--- config.mk ---
export PLATFORM = sky130hd
export DESIGN_NAME = sram_read_streamer
export DESIGN_NICKNAME = d
export VERILOG_FILES = /design/src/rtl/sram_read_streamer.sv
export SDC_FILE = /design/constraint.sdc
export NUM_CORES = 1
export LEC_CHECK = 0
export ABC_CLOCK_PERIOD_IN_PS = 8700
export CORE_ASPECT_RATIO = 2
export CORE_MARGIN = 1
export CORE_UTILIZATION = 35
export DETAILED_ROUTE_END_ITERATION = 16
export GPL_ROUTABILITY_DRIVEN = 0
export PLACE_DENSITY = 0.63
export SLEW_MARGIN = 20
export SYNTH_ARGS = -nofsm -noshare
export SYNTH_HDL_FRONTEND = slang
export SYNTH_SLANG_ARGS = --single-unit
--- constraint.sdc ---
create_clock -name i_clk -period 8.7 [get_ports i_clk]
set_input_delay 1.74 -clock i_clk [delete_from_list [all_inputs] [get_ports i_clk]]
set_output_delay 1.74 -clock i_clk [all_outputs]
set_load 0.05 [all_outputs]
--- src/rtl/sram_read_streamer.sv ---
// Purpose : read-side burst master for the sequential SRAM buffer; turns (base, len) into one-per-cycle
//           SRAM reads and re-times the 1-cycle-latency read data into a valid/ready stream.
// Latency : start accepted at edge 0 -> o_read_en in cycle 1 -> o_valid in cycle 3; 1 word/cycle sustained.
// Backpressure: a 2-entry FIFO plus an in-flight credit stops reads while i_ready=0 so no word is dropped.
//
// Ports:
//   i_clk, i_rst                      clock, synchronous active-high reset
//   i_start, i_base_addr, i_len       burst command (taken only when idle; len 0 gives a bare o_done)
//   o_busy, o_done                    burst in progress / 1-cycle completion pulse
//   o_read_en, o_read_addr            SRAM read port request
//   i_rd_data, i_rd_valid             SRAM read return (one cycle after o_read_en)
//   o_data, o_valid, i_ready          downstream stream (FIFO head)
//   o_last                            final-word marker, present only when SRAM_RD_LAST_EN is defined
module sram_read_streamer #(
  parameter int ADDR_WIDTH = 8,
  parameter int DATA_WIDTH = 64,
  parameter int DEPTH      = ADDR_WIDTH * ADDR_WIDTH,
  parameter int LEN_WIDTH  = ADDR_WIDTH + 1
) (
  input  logic                  i_clk,
  input  logic                  i_rst,
  input  logic                  i_start,
  input  logic [ADDR_WIDTH-1:0] i_base_addr,
  input  logic [LEN_WIDTH-1:0]  i_len,
  output logic                  o_busy,
  output logic                  o_done,
  output logic                  o_read_en,
  output logic [ADDR_WIDTH-1:0] o_read_addr,
  input  logic [DATA_WIDTH-1:0] i_rd_data,
  input  logic                  i_rd_valid,
  output logic [DATA_WIDTH-1:0] o_data,
  output logic                  o_valid,
  input  logic                  i_ready
`ifdef SRAM_RD_LAST_EN
  ,
  output logic                  o_last
`endif
);

  typedef enum logic [1:0] {
    S_IDLE,
    S_ISSUE,
    S_DRAIN,
    S_DONE
  } state_t;

  state_t r_state;
  state_t w_state_nxt;

  logic [ADDR_WIDTH-1:0] r_addr;
  logic [LEN_WIDTH-1:0]  r_issue_rem;
  logic [LEN_WIDTH-1:0]  r_out_rem;
  logic                  r_inflight;

  logic [DATA_WIDTH-1:0] r_mem [2];
  logic                  r_wr_ptr;
  logic                  r_rd_ptr;
  logic [1:0]            r_count;

  logic                  w_push;
  logic                  w_pop;
  logic                  w_read_en;
  logic                  w_accept;
  logic [2:0]            w_occ;
  logic [ADDR_WIDTH-1:0] w_addr_nxt;

  assign w_pop  = (r_count != 2'd0) && i_ready;
  // Returns that were requested before a reset have no in-flight credit and are discarded.
  assign w_push = i_rd_valid && r_inflight;

  // Slots already committed after this cycle's pop; a new read needs one free slot of the two.
  assign w_occ = {1'b0, r_count} + {2'b00, r_inflight} - {2'b00, w_pop};

  assign w_addr_nxt = (r_addr == ADDR_WIDTH'(DEPTH - 1)) ? '0 : r_addr + ADDR_WIDTH'(1);

  always_ff @(posedge i_clk) begin
    if (i_rst) begin
      r_state <= S_IDLE;
    end else begin
      r_state <= w_state_nxt;
    end
  end

  always_comb begin
    w_state_nxt = r_state;
    w_read_en   = 1'b0;
    w_accept    = 1'b0;
    o_busy      = 1'b0;
    o_done      = 1'b0;
    case (r_state)
      S_IDLE: begin
        if (i_start) begin
          if (i_len != '0) begin
            w_accept    = 1'b1;
            w_state_nxt = S_ISSUE;
          end else begin
            w_state_nxt = S_DONE;
          end
        end
      end
      S_ISSUE: begin
        o_busy = 1'b1;
        if ((r_issue_rem != '0) && (w_occ <= 3'd1)) begin
          w_read_en = 1'b1;
        end
        if (w_read_en && (r_issue_rem == LEN_WIDTH'(1))) begin
          w_state_nxt = S_DRAIN;
        end
      end
      S_DRAIN: begin
        o_busy = 1'b1;
        if (w_pop && (r_out_rem == LEN_WIDTH'(1))) begin
          w_state_nxt = S_DONE;
        end
      end
      S_DONE: begin
        o_done      = 1'b1;
        w_state_nxt = S_IDLE;
      end
      default: begin
        w_state_nxt = S_IDLE;
      end
    endcase
  end

  assign o_read_en   = w_read_en;
  assign o_read_addr = r_addr;

  always_ff @(posedge i_clk) begin
    if (i_rst) begin
      r_addr      <= '0;
      r_issue_rem <= '0;
      r_out_rem   <= '0;
      r_inflight  <= 1'b0;
    end else begin
      if (w_accept) begin
        r_addr      <= i_base_addr;
        r_issue_rem <= i_len;
        r_out_rem   <= i_len;
      end else begin
        if (w_read_en) begin
          r_addr      <= w_addr_nxt;
          r_issue_rem <= r_issue_rem - LEN_WIDTH'(1);
        end
        if (w_pop && (r_out_rem != '0)) begin
          r_out_rem <= r_out_rem - LEN_WIDTH'(1);
        end
      end
      // A new request re-arms the flag in the same cycle the previous return clears it.
      if (w_read_en) begin
        r_inflight <= 1'b1;
      end else if (i_rd_valid) begin
        r_inflight <= 1'b0;
      end
    end
  end

  always_ff @(posedge i_clk) begin
    if (i_rst) begin
      r_mem[0] <= '0;
      r_mem[1] <= '0;
      r_wr_ptr <= 1'b0;
      r_rd_ptr <= 1'b0;
      r_count  <= 2'd0;
    end else begin
      if (w_push) begin
        r_mem[r_wr_ptr] <= i_rd_data;
        r_wr_ptr        <= ~r_wr_ptr;
      end
      if (w_pop) begin
        r_rd_ptr <= ~r_rd_ptr;
      end
      r_count <= r_count + {1'b0, w_push} - {1'b0, w_pop};
    end
  end

  assign o_valid = (r_count != 2'd0);
  assign o_data  = r_mem[r_rd_ptr];

`ifdef SRAM_RD_LAST_EN
  logic r_last [2];
  logic w_push_last;

  // out_rem counts words not yet popped; those not yet in the FIFO number out_rem - count,
  // so the word being pushed is the final one when exactly one remains outside the FIFO.
  assign w_push_last = (r_out_rem == (LEN_WIDTH'(r_count) + LEN_WIDTH'(1)));

  always_ff @(posedge i_clk) begin
    if (i_rst) begin
      r_last[0] <= 1'b0;
      r_last[1] <= 1'b0;
    end else if (w_push) begin
      r_last[r_wr_ptr] <= w_push_last;
    end
  end

  assign o_last = o_valid && r_last[r_rd_ptr];
`endif

  // The credit rule must never let a push land on a full FIFO without a simultaneous pop.
  always_ff @(posedge i_clk) begin
    if (!i_rst) begin
      a_no_overflow: assert (!(w_push && !w_pop && (r_count == 2'd2)));
    end
  end

endmodule

==> results of run 1 <==
## layer usage
metal | vias up | part of all wire (%) | track usage (%)
li1 | 2384 | - | -
met1 | 2436 | 37 | 16.9
met2 | 142 | 55 | 31.1
met3 | 40 | 4.7 | 4.76
met4 | 0 | 3.8 | 9.42
met5 | - | 0 | 0
## flip-flops by register name, summed over array words and instances (netlist names), named ones only
| register | flops |
|---|---|
| r_rd_ptr | 1 |
| o_read_addr | 8 |
| r_issue_rem | 9 |
| r_inflight | 1 |
| r_out_rem | 9 |
| r_mem | 128 |
| r_wr_ptr | 1 |
| r_state | 2 |
| r_count | 2 |
## stage by stage
step           total power [mW]  area (µm²)  hold WS [ns]  utilization (%)
2_1_floorplan              1.89        7430         0.467                -
3_3_place_gp               2.25        9330         0.498             44.6
3_5_place_dp               2.27        9330         0.525             44.6
4_1_cts                    3.02        9910         0.541             47.4
5_1_grt                    3.12        9910         0.552             47.4
6_report                   2.99        9910         0.536             47.4
## cell type report
cell class | instances | area [µm²] | area share [%]
flip-flops and latches | 162 | 4530 | 45.7
multi-input cells | 374 | 2770 | 28.0
repair buffers | 166 | 1640 | 16.6
clock buffers | 25 | 518 | 5.23
well taps | 269 | 337 | 3.40
clock inverters | 7 | 67.6 | 0.682
inverters | 11 | 41.3 | 0.417
diodes | 1 | 2.50 | 0.0252
## worst register-to-register path: stages (launching register included)
cell and delay, ns:
dfxtp_1 0.51, nand2_1 0.11, mux2i_1 0.15, ha_1 0.16
inv_1 0.05, fa_1 0.37, xor2_1 0.16, nand3b_1 0.47
or2_1 0.47, inv_1 0.18, a21oi_1 0.10, a211oi_1 0.24
## worst max path at each step
stage          slack [ns]                   endpoint
3_3_place_gp         1.78                  o_read_en
2_1_floorplan        3.31  r_mem[0][0]$_SDFFCE_PN0P_
3_5_place_dp         1.76                  o_read_en
5_1_grt              1.54                  o_read_en
4_1_cts              1.75                  o_read_en
6_report             1.75                  o_read_en
## placed cells by master (no fill, tap or decap), types with 3 or more instances in the layout
cell	count
a211oi_1	9
o21bai_1	5
clkbuf_1	4
nand2_1	13
ha_1	12
xnor2_1	16
o31ai_1	3
or2_2	3
clkdlybuf4s50_1	160
edfxtp_1	128
nand3_1	6
nor4_1	7
a21oi_1	22
and2_1	128
nor2_1	20
or3_1	3
mux2_2	64
nor3_1	13
clkbuf_16	19
buf_4	5
inv_1	11
dfxtp_1	33
o21ai_0	7
xor2_1	6
## power groups by stage
stage	registers (mW)	logic, mW	clock network, mW
global placement	1.08	1.17	0
finish	1.07	1.18	0.743
CTS	1.07	1.19	0.762
floorplan	1.06	0.827	0
detailed placement	1.09	1.18	0
global route	1.09	1.24	0.791
## cells by family (layout without fill, tap and decap cells)
family / Yosys count / count (layout) / synth area share [%]
DFF: 162 / 162 / 60.9
muxes: 65 / 65 / 9.84
adders and majority gates: 13 / 13 / 2.29
and+or+nand+nor: 214 / 214 / 17.0
other: 0 / 1 / 0
buffers and inverters: 39 / 209 / 2.06
xor gates and xnor gates: 22 / 22 / 2.59
AOI/OAI and AO/OA: 60 / 60 / 5.26
==> metrics.cfg, run 1 <==
[run_status]
status = finished, final reports clean

[setup_path]
cp_data_arrival_time_ns = 5.21
cp.required_ns = 6.96
timing.rr.end = o_read_addr[6]$_SDFFE_PP0P_
worst_r2r_startpoint = r_count[1]$_SDFF_PP0_
crit_path_cell_trace = clkdlybuf4s50_1 > nand2_1 > mux2i_1 > ha_1 > inv_1 > fa_1 > xor2_1 > nand3b_1 > or2_1 > inv_1 > clkdlybuf4s50_1
reg2reg_slack_ns = 5.64
start_kind = input port
reg2regPathDepth = 11
critPathMaxStageDelay_ns = 0.84
cp.depth = 11
worstSetupPathType = in2out
path_buf_inv = 4
crit_path_end_kind = output port
startpoint = i_ready
cp_max_fo = 14
cp_slowest_cell = clkdlybuf4s50_1
critPathTopFamily = buffers and inverters

[floorplanning]
die_h_um = 208
num_io_pins = 162
placementRows = 75
dieArea_um2 = 21800
die_x_um = 105
start_util_pct = 35.5
core_um2 = 20900

[logic_synthesis]
yosysTopAreaCell = edfxtp_1
yosys_register_bits = 162
yosysWarnings = 0
synth_cell_types = 50
yosysSeqAreaShare_pct = 60.9
synthTopCellsByArea = edfxtp_1 52%, and2_1 11%, mux2_2 9.7%
avgSynthCellArea_um2 = 12.9
netlist_top_cells_count = 128 x and2_1, 128 x edfxtp_1, 64 x mux2_2, 34 x dfxtp_1, 24 x clkbuf_1
synth_edf_count = 128
syn_inst = 575
ys.flop_type = edfxtp_1
syn_nets = 674
synthArstFlopShare_pct = 0
syn-cell-area_um2 = 7430
synth_top_area_share_pct = 51.8

[timing]
min_period_ns = 6.95
setup_viol = 0
hold_viol_final = 0
fmax_ghz = 0.144
tns_ns = 0
rsz0062_at_grt = no
finClkSkew_ns = 0.0162
finalCritPeriodShare_pct = 79.9
relSlewSlack_pct = 34.3
worst_slew_pin_slew_ns = 0.986
setup_ws_ns = 1.75
slew_viol_final = 0

[placed_design]
pre_cts_ws_ns = 1.76
place_hpwl_um = 11800
port_buffers = 161
dp_cells = 982

[cells_and_area]
drive_gt1_share_pct = 14.9
nets = 831
syn_to_final_growth_pct = 33.5
fill_cells = 1896
finalNonFillerCells = 1015

[clock_tree]
cts_tree = done
clkLatencyLatePin_ns = 0.43
cts_buffer_depth = 2
clk_pin_slew_ns = 0.07
clock-sinks = 162
root_buffer = clkbuf_16
numCtsBuffers = 17
post_cts_resized = 0
post_cts_buffers = 0
ctsHoldBuffers = 0
htree_num_levels = 4

[power]
p_int_mw = 1.85
power.density_nw_per_um2 = 301
clkPwrFrac_pct = 24.9
pwr-share-seq_pct = 35.8
p_leak_nw = 3.64
switching_power_mw = 1.14
vdd_drop_max_mv = 0.283
combPwrFrac_pct = 39.3
swShare_pct = 38.0

[run]
max-cap-violations = 0

[drt]
vias = 5002
routed_wl_um = 17700
ant_nets = 0
drc_errors = 0
drtIter0Drc = 230
vias_per_cell = 4.93
firstDrtPassIters = 6
wire_per_inst_um = 17.5

[global_routing]
grt_overflow = 0
grt_pass1_wl_um = 27800
grt_start_max_net_pins = 65
grt_pass1_vias = 5192
antenna_found_initial = 2
grt.total_usage_pct = 17.0

[min_path]
hp-start = r_rd_ptr$_SDFFE_PP0P_
min_path_type = reg2reg
min_path_cells = 2

No activity file was read; power rests on OpenSTA's default activity.
==> inputs of run 2 (changes only) <==
ABC_CLOCK_PERIOD_IN_PS = 6800   (was 8700)
clock period = 6.8 ns   (was 8.7 ns; I/O delays follow)
==> metrics.cfg, run 2 (synthesis results as in run 1) <==
[run_status]
status = finished, final reports clean

[placed_design]
place_hpwl_um = 11900
placed_area_um2 = 9340
dp_cells = 983
port_buffers = 161
pre_cts_ws_ns = 0.801

[timing]
fmax_ghz = 0.166
rsz0062_at_grt = no
hold_viol_final = 0
min_period_ns = 6.02
finalCritPeriodShare_pct = 88.5
setup_ws_ns = 0.782
relSlewSlack_pct = 33.5
setup_viol = 0
tns_ns = 0
finClkSkew_ns = 0.0113
worst_slew_pin_slew_ns = 0.998
slew_viol_final = 0
holdWs_ns = 0.524

[clock_tree]
clkLatencyLatePin_ns = 0.44
post_cts_resized = 0
root_buffer = clkbuf_16
clk_pin_slew_ns = 0.07
htree_num_levels = 4
numCtsBuffers = 17
ctsHoldBuffers = 0
cts_tree = done
clock-sinks = 162
post_cts_buffers = 0
cts_buffer_depth = 2

[setup_path]
cp_data_arrival_time_ns = 4.66
cp_slowest_cell = clkdlybuf4s50_1
critPathMaxStageDelay_ns = 0.85
worstSetupPathType = in2out
start_kind = input port
critPathTopFamily = buffers and inverters
cp.required_ns = 5.44
crit_path_end_kind = output port
path_buf_inv = 5
cp_max_fo = 14
crit_path_cell_trace = clkdlybuf4s50_1 > nand2_1 > mux2i_1 > ha_1 > inv_1 > fa_1 > xor2_1 > nand3b_1 > buf_4 > or2_1 > inv_1 > clkdlybuf4s50_1

[power]
p_leak_nw = 3.64
clkPwrFrac_pct = 24.2
swShare_pct = 39.7
combPwrFrac_pct = 39.8
vdd_drop_max_mv = 0.410
switching_power_mw = 1.51
pwr-share-seq_pct = 35.9
p_int_mw = 2.29
power.density_nw_per_um2 = 384

[global_routing]
grt_pass1_vias = 5213
grt_start_max_net_pins = 65
grt_overflow = 0
grt.total_usage_pct = 16.9
antenna_found_initial = 1
grt_pass1_wl_um = 27600

[cells_and_area]
design_area_um2 = 9900
final_cell_mix = 160 x clkdlybuf4s50_1, 128 x and2_1, 128 x edfxtp_1
top_register = r_mem
finalNonFillerCells = 1016
reg_top3 = r_mem (128), r_issue_rem (9), r_out_rem (9)
syn_to_final_growth_pct = 33.3
drive_gt1_share_pct = 15.7
largest_reg_flops = 128
nets = 832
layout_commonest_cell = clkdlybuf4s50_1

[floorplanning]
die_h_um = 208
num_io_pins = 162
dieArea_um2 = 21800
core_um2 = 20900
die_x_um = 105
placementRows = 75
start_util_pct = 35.5

[run]
max-cap-violations = 0

[drt]
routed_wl_um = 17800
drtIter0Drc = 233
wire_per_inst_um = 17.5
ant_nets = 0
firstDrtPassIters = 4
drc_errors = 0
vias_per_cell = 4.90
vias = 4980

[min_path]
min_path_type = reg2reg

## run 2: worst min-delay path, delay by kind of cell, from the launching register on
family	cells	cell delay, ns
DFF	1	0.32
xor gates and xnor gates	1	0.09
and+or+nand+nor	1	0.08
## run 2: final cells by class
class                   count  area, µm²
flip-flops and latches    162       4530
clock buffers              17        425
fillers                  1914      11000
diodes                      1       2.50
multi-input cells         374       2770
clock inverters            15        139
repair buffers            167       1650
inverters                  11       41.3
well taps                 269        337
## run 2: power by group through the flow
| stage | Clock, mW | Combinational (mW) | Sequential, mW |
|---|---|---|---|
| finish | 0.922 | 1.51 | 1.37 |
| global placement | 0 | 1.50 | 1.38 |
| floorplan | 0 | 1.06 | 1.36 |
| CTS | 0.945 | 1.53 | 1.37 |
| detailed placement | 0 | 1.52 | 1.39 |
| global route | 0.987 | 1.60 | 1.39 |
## run 2: per-layer routing
layer | GRT usage [%] | share of wire, % | up-vias
met5 | 0 | 0 | -
met2 | 32.2 | 57 | 118
met4 | 8.11 | 2.8 | 0
met1 | 16.4 | 36 | 2448
li1 | - | - | 2385
met3 | 4.95 | 4.6 | 29
## run 2: worst paths after layout
kind                          from                           to  slack, ns  cells past startpoint
max                        i_ready                    o_read_en       0.78                     12
min          r_rd_ptr$_SDFFE_PP0P_                    flip-flop       0.52                      2
max reg2reg  r_count[1]$_SDFF_PP0_  o_read_addr[6]$_SDFFE_PP0P_       3.92                     12
min reg2reg  r_rd_ptr$_SDFFE_PP0P_                    flip-flop       0.52                      2
## run 2: per-stage QoR
step / utilization [%] / total power [mW]
3_5_place_dp: 44.6 / 2.91
6_report: 47.3 / 3.80
5_1_grt: 47.3 / 3.98
4_1_cts: 47.3 / 3.84
2_1_floorplan: - / 2.42
3_3_place_gp: 44.6 / 2.88
